$ cat src/rtl/trigger_pkg.sv
// trigger_pkg: shared state type, pulse-width limits and latency helper for the trigger sequencer.
package trigger_pkg;

    typedef enum logic [2:0] {
        IDLE,
        SER_HI,
        SER_GAP,
        VS_HI,
        VS_GAP,
        BP_HI,
        BP_LO,
        DONE
    } state_t;

    // The downstream counter re-samples 3 cycles after a hit, so pulses must stay within this window.
    localparam int PW_MIN = 1;
    localparam int PW_MAX = 3;

    function automatic int first_plane_latency(input int pw, input int s2v, input int v2p);
        return 1 + 2 * pw + s2v + v2p;
    endfunction

endpackage

$ cat src/rtl/bitplane_trigger_gen_if.sv
// bitplane_trigger_gen_if: start request plus trigger/status outputs of the trigger sequencer.
interface bitplane_trigger_gen_if;

    logic       start;
    logic       serial;
    logic       vsync;
    logic       bitplane;
    logic       busy;
    logic       frame_done;
    logic [7:0] plane_idx;

    modport master (
        output start,
        input  serial, vsync, bitplane, busy, frame_done, plane_idx
    );

    modport slave (
        input  start,
        output serial, vsync, bitplane, busy, frame_done, plane_idx
    );

endinterface

$ cat src/rtl/pulse_timer.sv
// pulse_timer: loadable down-counter that parks at zero and flags it.
module pulse_timer #(
    parameter int CNT_W = 16
) (
    input  logic             clk,
    input  logic             rst,
    input  logic             i_load,
    input  logic [CNT_W-1:0] i_value,
    output logic             o_zero
);

    logic [CNT_W-1:0] r_cnt;

    always_ff @(posedge clk or negedge rst) begin
        if (!rst)
            r_cnt <= '0;
        else if (i_load)
            r_cnt <= i_value;
        else if (r_cnt != '0)
            r_cnt <= r_cnt - CNT_W'(1);
    end

    assign o_zero = r_cnt == '0;

endmodule

$ cat src/rtl/bitplane_trigger_gen.sv
// bitplane_trigger_gen: emits serial, vsync and N bitplane pulses per frame request.
// Define BITPLANE_TRIGGER_GEN_REPEAT_EN to chain frames from DONE straight into SER_GAP.
module bitplane_trigger_gen
    import trigger_pkg::*;
#(
    parameter int N_BIT_PLANES    = 12,
    parameter int PULSE_WIDTH     = 2,
    parameter int SERIAL_TO_VSYNC = 16,
    parameter int VSYNC_TO_PLANE  = 64,
    parameter int PLANE_PERIOD    = 1000,
    parameter int CNT_W           = 16
) (
    input logic                   clk,
    input logic                   rst,
    bitplane_trigger_gen_if.slave bus
);

    localparam longint MAX_DUR = longint'(1) << CNT_W;

    if (N_BIT_PLANES < 1 || N_BIT_PLANES > 255) begin : g_bad_planes
        $error("N_BIT_PLANES must be 1..255");
    end
    if (PULSE_WIDTH < PW_MIN || PULSE_WIDTH > PW_MAX) begin : g_bad_pw
        $error("PULSE_WIDTH must be 1..3");
    end
    if (SERIAL_TO_VSYNC < 1 || VSYNC_TO_PLANE < 1) begin : g_bad_gap
        $error("SERIAL_TO_VSYNC and VSYNC_TO_PLANE must be at least 1");
    end
    if (PLANE_PERIOD < PULSE_WIDTH + 4) begin : g_bad_period
        $error("PLANE_PERIOD must be at least PULSE_WIDTH+4");
    end
    if (longint'(SERIAL_TO_VSYNC) >= MAX_DUR || longint'(VSYNC_TO_PLANE) >= MAX_DUR ||
        longint'(PLANE_PERIOD) >= MAX_DUR) begin : g_bad_width
        $error("durations must fit in CNT_W bits");
    end

    localparam logic [CNT_W-1:0] L_PW      = CNT_W'(PULSE_WIDTH - 1);
    localparam logic [CNT_W-1:0] L_SER_GAP = CNT_W'(SERIAL_TO_VSYNC - 1);
    localparam logic [CNT_W-1:0] L_VS_GAP  = CNT_W'(VSYNC_TO_PLANE - 1);
    localparam logic [CNT_W-1:0] L_BP_LO   = CNT_W'(PLANE_PERIOD - PULSE_WIDTH - 1);
    localparam logic [7:0]       L_LAST    = 8'(N_BIT_PLANES - 1);

    state_t           r_state;
    state_t           w_next;
    logic             w_zero;
    logic             w_load;
    logic             w_last;
    logic [CNT_W-1:0] w_value;
    logic             r_serial;
    logic             r_vsync;
    logic             r_bitplane;
    logic             r_busy;
    logic             r_frame_done;
    logic [7:0]       r_plane_idx;

    assign w_last = r_plane_idx == L_LAST;

    always_comb begin
        w_next = r_state;
        unique case (r_state)
            IDLE:    w_next = bus.start ? SER_HI : IDLE;
            SER_HI:  w_next = w_zero ? SER_GAP : SER_HI;
            SER_GAP: w_next = w_zero ? VS_HI : SER_GAP;
            VS_HI:   w_next = w_zero ? VS_GAP : VS_HI;
            VS_GAP:  w_next = w_zero ? BP_HI : VS_GAP;
            BP_HI:   w_next = w_zero ? BP_LO : BP_HI;
            BP_LO:   w_next = w_zero ? (w_last ? DONE : BP_HI) : BP_LO;
`ifdef BITPLANE_TRIGGER_GEN_REPEAT_EN
            DONE:    w_next = bus.start ? SER_GAP : IDLE;
`else
            DONE:    w_next = IDLE;
`endif
        endcase
    end

    // Every advance changes state, so a state change is exactly a timer reload.
    assign w_load  = w_next != r_state;
    assign w_value = (w_next == SER_GAP) ? L_SER_GAP :
                     (w_next == VS_GAP)  ? L_VS_GAP  :
                     (w_next == BP_LO)   ? L_BP_LO   :
                     (w_next == SER_HI || w_next == VS_HI || w_next == BP_HI) ? L_PW : '0;

    pulse_timer #(.CNT_W(CNT_W)) u_timer (
        .clk    (clk),
        .rst    (rst),
        .i_load (w_load),
        .i_value(w_value),
        .o_zero (w_zero)
    );

    always_ff @(posedge clk or negedge rst) begin
        if (!rst)
            r_state <= IDLE;
        else
            r_state <= w_next;
    end

    // Outputs decode the next state so each one is a flop aligned with its state.
    always_ff @(posedge clk or negedge rst) begin
        if (!rst) begin
            r_serial     <= 1'b0;
            r_vsync      <= 1'b0;
            r_bitplane   <= 1'b0;
            r_busy       <= 1'b0;
            r_frame_done <= 1'b0;
            r_plane_idx  <= '0;
        end else begin
            r_serial     <= w_next == SER_HI;
            r_vsync      <= w_next == VS_HI;
            r_bitplane   <= w_next == BP_HI;
            r_busy       <= w_next != IDLE;
            r_frame_done <= w_next == DONE;
            if (r_state == VS_GAP && w_zero)
                r_plane_idx <= '0;
            else if (r_state == BP_LO && w_zero && !w_last)
                r_plane_idx <= r_plane_idx + 8'd1;
        end
    end

    assign bus.serial     = r_serial;
    assign bus.vsync      = r_vsync;
    assign bus.bitplane   = r_bitplane;
    assign bus.busy       = r_busy;
    assign bus.frame_done = r_frame_done;
    assign bus.plane_idx  = r_plane_idx;

endmodule
$ cat src/flat_wrapper.sv
// flat-port wrapper written by rule: the top's interface ports become plain ports
module bitplane_trigger_gen_flat import trigger_pkg::*;
#(
    parameter int N_BIT_PLANES    = 12,
    parameter int PULSE_WIDTH     = 2,
    parameter int SERIAL_TO_VSYNC = 16,
    parameter int VSYNC_TO_PLANE  = 64,
    parameter int PLANE_PERIOD    = 1000,
    parameter int CNT_W           = 16
)
  (clk, rst, bus_start, bus_serial, bus_vsync, bus_bitplane, bus_busy, bus_frame_done, bus_plane_idx);
  bitplane_trigger_gen_if bus_i ();
  input logic clk;
  input logic rst;
  input wire logic [$bits(bus_i.start)-1:0] bus_start;
  output wire logic [$bits(bus_i.serial)-1:0] bus_serial;
  output wire logic [$bits(bus_i.vsync)-1:0] bus_vsync;
  output wire logic [$bits(bus_i.bitplane)-1:0] bus_bitplane;
  output wire logic [$bits(bus_i.busy)-1:0] bus_busy;
  output wire logic [$bits(bus_i.frame_done)-1:0] bus_frame_done;
  output wire logic [$bits(bus_i.plane_idx)-1:0] bus_plane_idx;
  assign bus_i.start = bus_start;
  assign bus_serial = bus_i.serial;
  assign bus_vsync = bus_i.vsync;
  assign bus_bitplane = bus_i.bitplane;
  assign bus_busy = bus_i.busy;
  assign bus_frame_done = bus_i.frame_done;
  assign bus_plane_idx = bus_i.plane_idx;
  bitplane_trigger_gen #(.N_BIT_PLANES(N_BIT_PLANES), .PULSE_WIDTH(PULSE_WIDTH), .SERIAL_TO_VSYNC(SERIAL_TO_VSYNC), .VSYNC_TO_PLANE(VSYNC_TO_PLANE), .PLANE_PERIOD(PLANE_PERIOD), .CNT_W(CNT_W)) u_core (.clk(clk), .rst(rst), .bus(bus_i));
endmodule
$ cat config.mk
export PLATFORM = sky130hd
export DESIGN_NAME = bitplane_trigger_gen_flat
export DESIGN_NICKNAME = d
export VERILOG_FILES = /design/src/rtl/trigger_pkg.sv /design/src/rtl/bitplane_trigger_gen_if.sv /design/src/rtl/pulse_timer.sv /design/src/rtl/bitplane_trigger_gen.sv /design/src/flat_wrapper.sv
export SDC_FILE = /design/constraint.sdc
export NUM_CORES = 1
export LEC_CHECK = 0
export BUFFER_PORTS_ARGS = -buffer_cell sky130_fd_sc_hd__buf_2
export CAP_MARGIN = 15
export CORE_ASPECT_RATIO = 1.2
export CORE_MARGIN = 8
export CORE_UTILIZATION = 42
export CTS_BUF_LIST = sky130_fd_sc_hd__clkbuf_4 sky130_fd_sc_hd__clkbuf_8
export CTS_CLUSTER_DIAMETER = 100
export CTS_CLUSTER_SIZE = 40
export DETAILED_ROUTE_END_ITERATION = 6
export PLACE_DENSITY = 0.62
export SLEW_MARGIN = 20
export SYNTH_ARGS = -nofsm -noshare
export SYNTH_HDL_FRONTEND = slang
export SYNTH_SLANG_ARGS = --single-unit
export TNS_END_PERCENT = 10
$ cat constraint.sdc
create_clock -name clk -period 2.6 [get_ports clk]
set_clock_uncertainty 0.1 [all_clocks]
set_input_delay 0.78 -clock clk [delete_from_list [all_inputs] [get_ports clk]]
set_output_delay 0.78 -clock clk [all_outputs]
set_load 0.05 [all_outputs]
## Word level (Yosys, flattened, before mapping)

Index checks and enable logic that the tools add are counted.

- Shift operators: 0
- Equality and inequality tests: 16
- Add/subtract/negate cells: 2
- Multiplexer cells: 17
- Divide/modulo/power cells: 0
- Reductions and logical operators: 12
- Magnitude comparators: 0
- $mul: 0
- Bitwise logic cells: 0

Operators by type and width:

| cell | number |
|---|---|
| $mux 16 | 5 |
| $eq 3x3->1 const B | 8 |
| $pmux 3 s8 | 1 |
| $logic_not 16->1 | 1 |
| $mux 8 | 2 |
| $reduce_bool 16->1 | 1 |
| $sub 16x1->16 const B | 1 |
| $eq 3x2->1 const B | 4 |
| $add 8x1->8 const B | 1 |
| $eq 8x4->1 const B | 1 |
| $eq 3x1->1 const B | 2 |
| $mux 2 | 3 |
| $mux 3 | 2 |
| $mux 1 | 4 |
| $reduce_bool 2->1 | 2 |
| $logic_and 1x1->1 | 3 |
| $logic_not 3->1 | 1 |
| $ne 3x3->1 | 1 |
| $reduce_bool 3->1 | 1 |
| $logic_or 1x1->1 | 2 |
| $logic_not 1->1 | 1 |

- Memories: 0
- Latch bits: 0
- Bits in writable memories: 0
- Word-level logic and storage cells: 55
- Memory bits (read-only): 0
- Register bits: 32
- Output and inout port bits: 13
- Input port bits: 3

## Longest topological paths before layout

- Depth after elaboration: 12
- Depth in mapped cells: 9
- Mapped depth without buffers: 7

## Cells and area by module

From an unflattened synthesis, not the netlist that was laid out.

- Cell total of the unflattened synthesis: 214
- Area, all modules: 2,018.2 sq um

Modules (own cells, without submodules):

| module | seq. area each (sq um) | area an instance (sq um) | times used | cells an instance |
|---|---|---|---|---|
| bitplane_trigger_gen | 400.4 | 1,012.2 | 1 | 110 |
| pulse_timer | 400.4 | 1,006.0 | 1 | 104 |

## Least setup slack after synthesis

OpenSTA, ideal clock, no wires.

- Path kind: register to register
- Start point: register u_core.u_timer.r_cnt[8]
- End point: register u_core.r_plane_idx[5] (netlist: u_core.bus.plane_idx[5])
- Library setup time: 0.097 ns
- Data arrival time: 2.029 ns
- Clock period less this slack: 2.226 ns
- Data required time: 2.403 ns
- Cell stages (with the launch flop): 7
- Buffers on the path: 1
- Setup slack: 0.374 ns
- Cell sequence: dfrtp_1 nor4_4 nand4_2 or4b_4 or2_0 buf_2 o31ai_1

- Longest elaborated chain between the ends: 4
- Elaborated cells between the ends (all ways): 6
- Those cells by class: mux: 1; reduce/logical: 5

RTL lines:

| element | line | RTL |
|---|---|---|
| start: declaration | pulse_timer.sv:12 | `logic [CNT_W-1:0] r_cnt;` |
| start signal: assignment | pulse_timer.sv:18 | `r_cnt <= i_value;` |
| start signal: assignment | pulse_timer.sv:20 | `r_cnt <= r_cnt - CNT_W'(1);` |
| $logic_not 16->1 (*) | pulse_timer.sv:23 | `assign o_zero = r_cnt == '0;` |
| $logic_and 1x1->1 (2 in series) | bitplane_trigger_gen.sv:115 | `else if (r_state == BP_LO && w_zero && !w_last)` |
| $reduce_bool 2->1 (no source line) | - |  |
| end signal: assignment | bitplane_trigger_gen.sv:116 | `r_plane_idx <= r_plane_idx + 8'd1;` |
| end: declaration | bitplane_trigger_gen.sv:54 | `logic [7:0] r_plane_idx;` |

Every way passes the cells marked *; elsewhere a longest branch is shown, timed or not.
A chain may end at the register's enable or synchronous reset.

## Final worst setup path

- Start point: register u_core.u_timer.r_cnt[8]
- End point: register u_core.r_plane_idx[3] (netlist: u_core.bus.plane_idx[3])

Same word-level chain as after synthesis.

==> summary.md <==
| Metric | Value |
|---|---|
| Gr usage total | between 10% and 20% |
| Vias in the first global route | around 1.5k |
| Worst-Margin Slew | 0.738 ns |
| GR Layer Usage met3 | about 3.3% |
| Max Slew Vio Count | 0 |
| Grt total ovfl | 0 |
| Drt first pass iters | 4 |
| Ant diodes | 0 |
| Non-filler cells in the finished layout | 276 |
| Die Ht | 88.5 um |
| Most Crowded Layer GR | met2 |
| Number of synthesized flops with an enable pin | 0 |
| Critical path origin | u_core.u_timer.r_cnt[8] |
| Reg2Reg Setup Slack | approximately 0.17 ns |
| First-pass GRT wire length | 7270 um |
| Number of fill cells | 426 |
| Yosys warns | 0 |
| Critical path required time | between 2 and 3 ns |
| Reg2reg start | u_core.u_timer.r_cnt[8] |
| Post-synthesis instance total | 199 |
| Fin util | 49.9% |
| Worst rel slew slack | 50.8% |
| Global routing usage on met2 | 23.0% |
| Wire length per cell | 15.1 um |
| CORE AREA | about 0.0042 mm2 |
| Sink Count | 32 |
| TritonCTS clock tree | done |
| Ys flop type | dfrtp_1 |
| Synth unique cells | 48 |
| Post_cts resized | 0 |
| Clk pin slew, worst setup/hold paths | 0.06 ns |
| Final-report hold violation count | 0 |
| Seq/Total Area, Yosys | 43.5% |
| CP Capture Type | flop |
| Worst EP arrival | 2.52 ns |
| Clk_lat worst skew | between 0.2 and 0.3 ns |
| Die X | roughly 76 um |
| Residual DRC | 0 |
| ANT nets after route | 0 |
| Most frequent cell after synthesis | dfrtp_1 |
| Post-synth top cells | 32 x dfrtp_1, 20 x nor2_1, 14 x o21ai_0, 12 x a21oi_1, 11 x nand2_1 |
| Root buffer cell | clkbuf_8 |
| Global placement routability congestion | 0.807 |
| Hold Crit Start | u_core.bus.plane_idx[7] |
| Via density | 5.61 |
| H-tree Lvls | 2 |
| Cts bufs inserted | 5 |
| Final nets | 224 |
| Flops & latches, synth | 32 |
| RSZ-0062 raised after global routing | no |
| DR vias | ~1.5k |
| Cell taking the most area after synthesis | dfrtp_1 |
| Area of the die | 0.00677 mm2 |
| Grt met1 use | 15.7% |
| DRT Wirelength | 4160 um |
| Synth Net Count | approximately 200 |
| Pin count of the biggest net entering global routing | 33 |
| Clk buf depth | 2 |
| PwrDens | 948 mW/mm2 |
| Layout cell share with drive strength beyond 1 | 18.6% |
| Status | finished, final reports clean |
| Leakage Power | 0.883 nW |
| Syn Std Cell Area | 0.00184 mm2 |
| TNS Setup | 0 ns |
| Max IR drop VDD | between 0.3 and 0.4 mV |
| # IOs | 16 |
| Final setup vio count | 0 |
| Hpwl dp | roughly 3000 um |
| Inst Count DP | 268 |
| Final min period | 2.43 ns |
| Asr flop ratio synth | 100% |
| Post-synth top area share | about 44% |
| Initial antenna violation count | 0 |
| Crit path max fanout | 12 |
| Post-CTS Hold Fix Bufs | 0 |
| Top post-synthesis cells by area | dfrtp_1 44%, nor2_1 4.1%, o21ai_0 3.8% |
| # port buffers | 15 |
| Num rows | 26 |
| DR iter-0 viols | 92 |
| Tcrit/Tclk final | 93.6% |
| Starting density of the core | 43.5% |
| Max-Cap Viols | 0 |
| Number of setup buffers added after CTS | 0 |
| Layout Area Growth over Synthesis | 14.6% |
| Crit path launch type | flop |
| F_max | between 0.4 and 0.5 GHz |
| Hold Path Class | reg2reg |
| Mean Syn Cell Area | 9.25 um2 |
| Crit path kind | reg2reg |
## cell type report
cell class | count | area [um2] | share of cell area (%)
Clock buffer | 8 | 97.6 | 4.63
Inverter | 4 | 15.0 | 0.712
Multi-Input combinational cell | 151 | 976 | 46.3
Sequential cell | 32 | 801 | 38.0
Tap cell | 56 | 70.1 | 3.32
Timing Repair Buffer | 25 | 150 | 7.12
## kinds of logic (layout without fill, tap and decap cells)
| kind of cell | Yosys count | count (layout) | share of synthesized area [%] |
|---|---|---|---|
| AND/OR/NAND/NOR | 82 | 82 | 26.2 |
| buffers and inverters | 16 | 37 | 3.47 |
| XOR/XNOR | 10 | 10 | 4.76 |
| AO/OA/AOI/OAI | 52 | 52 | 17.9 |
| adder cells (fa/ha/maj) | 2 | 2 | 1.36 |
| multiplexers | 5 | 5 | 2.79 |
| flip-flops | 32 | 32 | 43.5 |
## per-layer routing
layer | part of all wire (%) | vias to the layer above
met4 | 1.7 | 0
met1 | 44 | 724
met5 | 0 | -
met3 | 3.7 | 8
met2 | 50 | 33
li1 | - | 783
## power breakdown
group | total (mW) | switching, mW | internal, mW
registers | 0.814 | 0.175 | 0.639
logic | 0.768 | 0.439 | 0.329
clock network | 0.419 | 0.182 | 0.237
total | 2.00 | 0.796 | 1.20
## registers in the layout, summed over array words and instances, names as in the netlist
| name | count |
|---|---|
| u_core.bus.plane_idx | 8 |
| u_core.bus.vsync | 1 |
| u_core.bus.serial | 1 |
| u_core.r_state | 3 |
| u_core.bus.busy | 1 |
| u_core.bus.bitplane | 1 |
| u_core.u_timer.r_cnt | 16 |
| u_core.bus.frame_done | 1 |
## stage by stage
step | instance area (um2) | hold WS [ns] | power, mW | setup WS, ns
after floorplan | 1840 | 0.384 | 1.37 | 0.374
after global routing | 2110 | 0.447 | 2.17 | 0.0130
after detailed placement | 2010 | 0.397 | 1.59 | 0.161
after CTS | 2110 | 0.410 | 2.02 | 0.171
after global placement | 2010 | 0.402 | 1.58 | 0.235
final | 2110 | 0.409 | 2.00 | 0.166
## cells in the final DEF (no fill, tap or decap), types with 3 or more instances in the layout
master	instances
a211oi_1	3
a21oi_1	12
a31oi_1	4
and3_1	4
buf_2	15
buf_4	10
clkbuf_8	6
dfrtp_1	32
inv_1	3
mux2i_1	4
nand2_1	11
nand2b_1	3
nand3_1	7
nor2_1	20
nor3_1	8
nor4_1	4
o21ai_0	14
o31ai_1	8
xnor2_1	8
## path summary, 6_finish.rpt
path | end | cells after the start
max | u_core.bus.plane_idx[3] | 5
min | u_core.bus.plane_idx[7] | 1
max reg2reg | u_core.bus.plane_idx[3] | 5
min reg2reg | u_core.bus.plane_idx[7] | 1
max in group asynchronous | u_core.u_timer.r_cnt[4] | 1
min in group asynchronous | u_core.u_timer.r_cnt[13] | 1
## worst max-delay path, stage by stage (launching register included)
cell     delay (ns)
dfrtp_1        0.46
nor4_4         0.41
nand4_2        0.16
or4b_4         0.62
or2_0          0.33
o31ai_1        0.26
Note: power is estimated with default switching activity, not from simulation.
